File: src/rtl/counter_pkg.sv
// Shared types for the layer-datapath index counters (ascending and descending).
package counter_pkg;

  typedef enum logic [1:0] {
    eIDLE     = 2'd0,
    eCOUNTING = 2'd1,
    eDONE     = 2'd2
  } counter_state_e;

endpackage : counter_pkg

File: src/rtl/down_counter.sv
// Handshaked descending index generator: emits INPUT_MAX..0, one index per valid/ready transfer.
// All outputs are registered; a stalled beat holds data_o and valid_o until ready_i.
module down_counter
  import counter_pkg::*;
#(
  parameter int WORD_SIZE = 16,
  parameter int INPUT_MAX = 10
) (
  input  logic                 clk_i,
  input  logic                 reset_i,
  input  logic                 start_i,
  input  logic                 ready_i,
  output logic                 valid_o,
  output logic [WORD_SIZE-1:0] data_o,
  output logic                 last_o,
  output logic                 busy_o,
  output logic                 done_o
);

  localparam longint MaxRepr = (longint'(1) << WORD_SIZE) - 1;
  localparam logic [WORD_SIZE-1:0] MaxIdx = WORD_SIZE'(INPUT_MAX);
  localparam logic [WORD_SIZE-1:0] One    = WORD_SIZE'(1);

  if ((INPUT_MAX < 0) || (longint'(INPUT_MAX) > MaxRepr)) begin : g_bad_input_max
    $error("down_counter: INPUT_MAX does not fit in WORD_SIZE bits");
  end

  counter_state_e       state_q;
  logic [WORD_SIZE-1:0] cnt_q;
  logic [WORD_SIZE-1:0] cnt_d;
  logic                 valid_q;
  logic                 last_q;
  logic                 done_q;

  // Decrement wraps modulo 2^WORD_SIZE, but the FSM leaves eCOUNTING at 0 before it could.
  always_comb begin
    cnt_d = cnt_q - One;
  end

  always_ff @(posedge clk_i) begin
    if (reset_i) begin
      state_q <= eIDLE;
      cnt_q   <= '0;
      valid_q <= 1'b0;
      last_q  <= 1'b0;
      done_q  <= 1'b0;
    end else begin
      done_q <= 1'b0;
      case (state_q)
        eIDLE, eDONE: begin
          if (start_i) begin
            state_q <= eCOUNTING;
            cnt_q   <= MaxIdx;
            valid_q <= 1'b1;
            last_q  <= (MaxIdx == '0);
          end else begin
            state_q <= eIDLE;
            cnt_q   <= '0;
            valid_q <= 1'b0;
            last_q  <= 1'b0;
          end
        end
        eCOUNTING: begin
          // start_i is deliberately ignored here; a stall holds every output.
          if (ready_i) begin
            if (cnt_q == '0) begin
              state_q <= eDONE;
              valid_q <= 1'b0;
              last_q  <= 1'b0;
              done_q  <= 1'b1;
            end else begin
              cnt_q  <= cnt_d;
              last_q <= (cnt_d == '0);
            end
          end
        end
        default: begin
          state_q <= eIDLE;
          cnt_q   <= '0;
          valid_q <= 1'b0;
          last_q  <= 1'b0;
        end
      endcase
    end
  end

  assign valid_o = valid_q;
  assign busy_o  = valid_q;
  assign data_o  = cnt_q;
  assign last_o  = last_q;
  assign done_o  = done_q;

endmodule : down_counter

File: config.mk
export PLATFORM = sky130hd
export DESIGN_NAME = down_counter
export DESIGN_NICKNAME = d
export VERILOG_FILES = /design/src/rtl/counter_pkg.sv /design/src/rtl/down_counter.sv
export SDC_FILE = /design/constraint.sdc
export NUM_CORES = 1
export LEC_CHECK = 0
export ABC_CLOCK_PERIOD_IN_PS = 2600
export CORE_MARGIN = 5
export CORE_UTILIZATION = 53
export CTS_BUF_LIST = sky130_fd_sc_hd__clkbuf_8
export CTS_CLUSTER_SIZE = 16
export DETAILED_ROUTE_END_ITERATION = 16
export PLACE_DENSITY = 0.79
export RECOVER_POWER = 50
export REMOVE_ABC_BUFFERS = 1
export SETUP_SLACK_MARGIN = 0.15
export SYNTH_ARGS = -nofsm -noshare
export SYNTH_HDL_FRONTEND = slang
export SYNTH_SLANG_ARGS = --single-unit
File: constraint.sdc
create_clock -name clk_i -period 2.6 [get_ports clk_i]
set_clock_uncertainty 0.05 [all_clocks]
set_input_delay 0.26 -clock clk_i [delete_from_list [all_inputs] [get_ports clk_i]]
set_output_delay 0.26 -clock clk_i [all_outputs]
set_load 0.01 [all_outputs]
==> results.tsv <==
metric	value	unit
synthToLayoutAreaGrowth	22.1	%
grt_max_degree	15	
startpoint_type	register	
ys_types	46	
hpwl	1.98	mm
cts_root_buf	clkbuf_8	
post-route-min-period	2.18	ns
vias	1094	
diodes	0	
worstSetupPathType	reg -> reg	
finalCritPeriodShare	84.0	%
critPathCaptureType	register	
io_pins	24	
clock.fmax	458	MHz
crit_required	2.73	ns
ctsHoldBuffers	0	
synth_warnings	0	
numCtsBuffers	3	
synth-seq-cells	21	
timing_hold_violations_final	0	
synthesis.area	0.00123	sq mm
pwr-share-seq	40.1	%
cts_buffer_depth	2	
num_rows	17	
pwr-share-clk	23.3	%
p_comb_share	36.5	%
slew-limit-headroom	59.9	%
io_buffers	23	
power.density	608	mW/mm^2
core_region_area	0.00221	sq mm
reg2reg_depth	7	
synth_seq_area_share	34.2	%
timing.final.max_slew_violations	0	
synth_ff_type	dfxtp_1	
clock_latency	0.26	ns
outcome	completed	
drc	0	
final_common_cell	dfxtp_1	
cellLeakagePower	0.606	nW
ir_drop	0.434	mV
drt_iter0_drc	44	
setup_tns	0	ns
clock-sinks	21	
holdWs	0.438	ns
gp_congestion	0.861	
dieArea	0.00338	sq mm
swShare	35.3	%
ant_nets	0	
clk_pin_slew	0.08	ns
fillerInstances	187	
setup_violations	0	
drive_gt1_share	9.49	%
cts.htree.levels	1	
synthArstFlopShare	0	%
hp-class	reg -> reg	
rsz0062_at_grt	false	
p_int	0.590	mW
start_util	55.5	%
grt_use_total	17.1	%
antenna_found_initial	0	
synth_edf_count	0	
postCtsSetupRepairBufs	0	
finalNonFillerCells	186	
mostFrequentLayoutCells	dfxtp_1 (21), dlygate4sd3_1 (20), nor2_1 (15), xor2_1 (9), o21ai_0 (8)	
maxCapViolCount	0	
hold_depth	2	
fin_nets	166	
grt_pass1_vias	986	
dp.cells	182	
crit_arrival	2.31	ns
reg2reg_slack	0.42	ns
critPathMaxFanout	7	
postSynthAreaPerCell	8.90	sq um
wl_per_cell	14.7	microns
die_x	58.2	microns
tightestPinTransition	0.602	ns
grt_first_pass_wirelength	4.55	mm
cts_resized	0	
tritoncts	done	
grt.overflow.total	0	
switchingPower	0.322	mW
wl	2.74	mm
die_h	58.2	microns
postSynthCellCount	138	
via_per_inst	5.88	
firstDrtPassIters	4	
-- flip-flops by register name, summed over array words and instances, names as in the netlist --
name / cells
last_o: 1
done_o: 1
data_o: 16
busy_o: 1
state_q: 2
-- worst max-delay path, cell delays in order (launching register included) --
cell and delay (ns):
dfxtp_1 0.36, inv_1 0.13, ha_1 0.28, nor3b_2 0.34, and2_1 0.19, o211ai_2 0.15, or4_1 0.45, a21oi_1 0.15
-- cell type report --
| class | count | area (sq um) | area share [%] |
|---|---|---|---|
| multi-input combinational | 106 | 753 | 50.2 |
| sequential | 21 | 420 | 28.0 |
| timing repair buffer | 23 | 230 | 15.3 |
| clock buffer | 3 | 41.3 | 2.75 |
| tap | 28 | 35.0 | 2.34 |
| inverter | 4 | 15.0 | 1.00 |
| clock inverter | 1 | 5.00 | 0.334 |
-- through the flow --
stage / setup WS [ns] / utilization (%) / cell area, sq um / power [mW]
after floorplan: 0.634 / - / 1190 / 0.617
after global placement: 0.558 / 65.7 / 1450 / 0.705
after detailed placement: 0.427 / 65.7 / 1450 / 0.708
after CTS: 0.405 / 67.8 / 1500 / 0.919
after global routing: 0.197 / 67.8 / 1500 / 0.967
final: 0.417 / 67.8 / 1500 / 0.913
-- routing by layer --
metal	up-vias	track usage, %	part of all wire (%)
li1	549	-	-
met1	516	24.7	51
met2	24	24.7	44
met3	5	3.12	3.9
met4	0	7.28	1.3
met5	-	0	0
-- cells by family (layout without fill, tap and decap cells) --
group	after synthesis	after routing	share of synthesized area (%)
buffers and inverters	11	31	4.48
xor gates and xnor gates	12	12	8.55
adders and majority gates	3	3	3.06
AOI/OAI and AO/OA	32	32	18.5
and+or+nand+nor	59	59	31.2
DFF	21	21	34.2
-- synthesized netlist by cell type, types with 3 or more instances --
cell type	n	area, sq um
dfxtp_1	21	420
nor2_1	15	56.3
xor2_1	9	78.8
o21ai_0	8	40.0
a21oi_1	6	30.0
nor3_1	5	25.0
o211ai_1	5	37.5
and3_1	4	25.0
inv_1	4	15.0
nand2b_1	4	25.0
or3_1	4	25.0
clkbuf_1	3	11.3
ha_1	3	37.5
nand2_1	3	11.3
nand3b_1	3	22.5
nor4b_1	3	26.3
xnor2_1	3	26.3
-- worst paths after layout --
kind / start / endpoint
setup / recovery: data_o[0] / data_o[10]
hold / removal: busy_o / busy_o
setup reg to reg: data_o[0] / data_o[10]
hold reg to reg: busy_o / busy_o
-- power by group through the flow --
stage          clock [mW]  sequential [mW]  combinational, mW
2_1_floorplan           0            0.377              0.240
3_3_place_gp            0            0.374              0.331
3_5_place_dp            0            0.375              0.334
4_1_cts             0.216            0.367              0.337
5_1_grt             0.234            0.371              0.362
6_report            0.213            0.366              0.333
No activity file was read; power rests on OpenSTA's default activity.
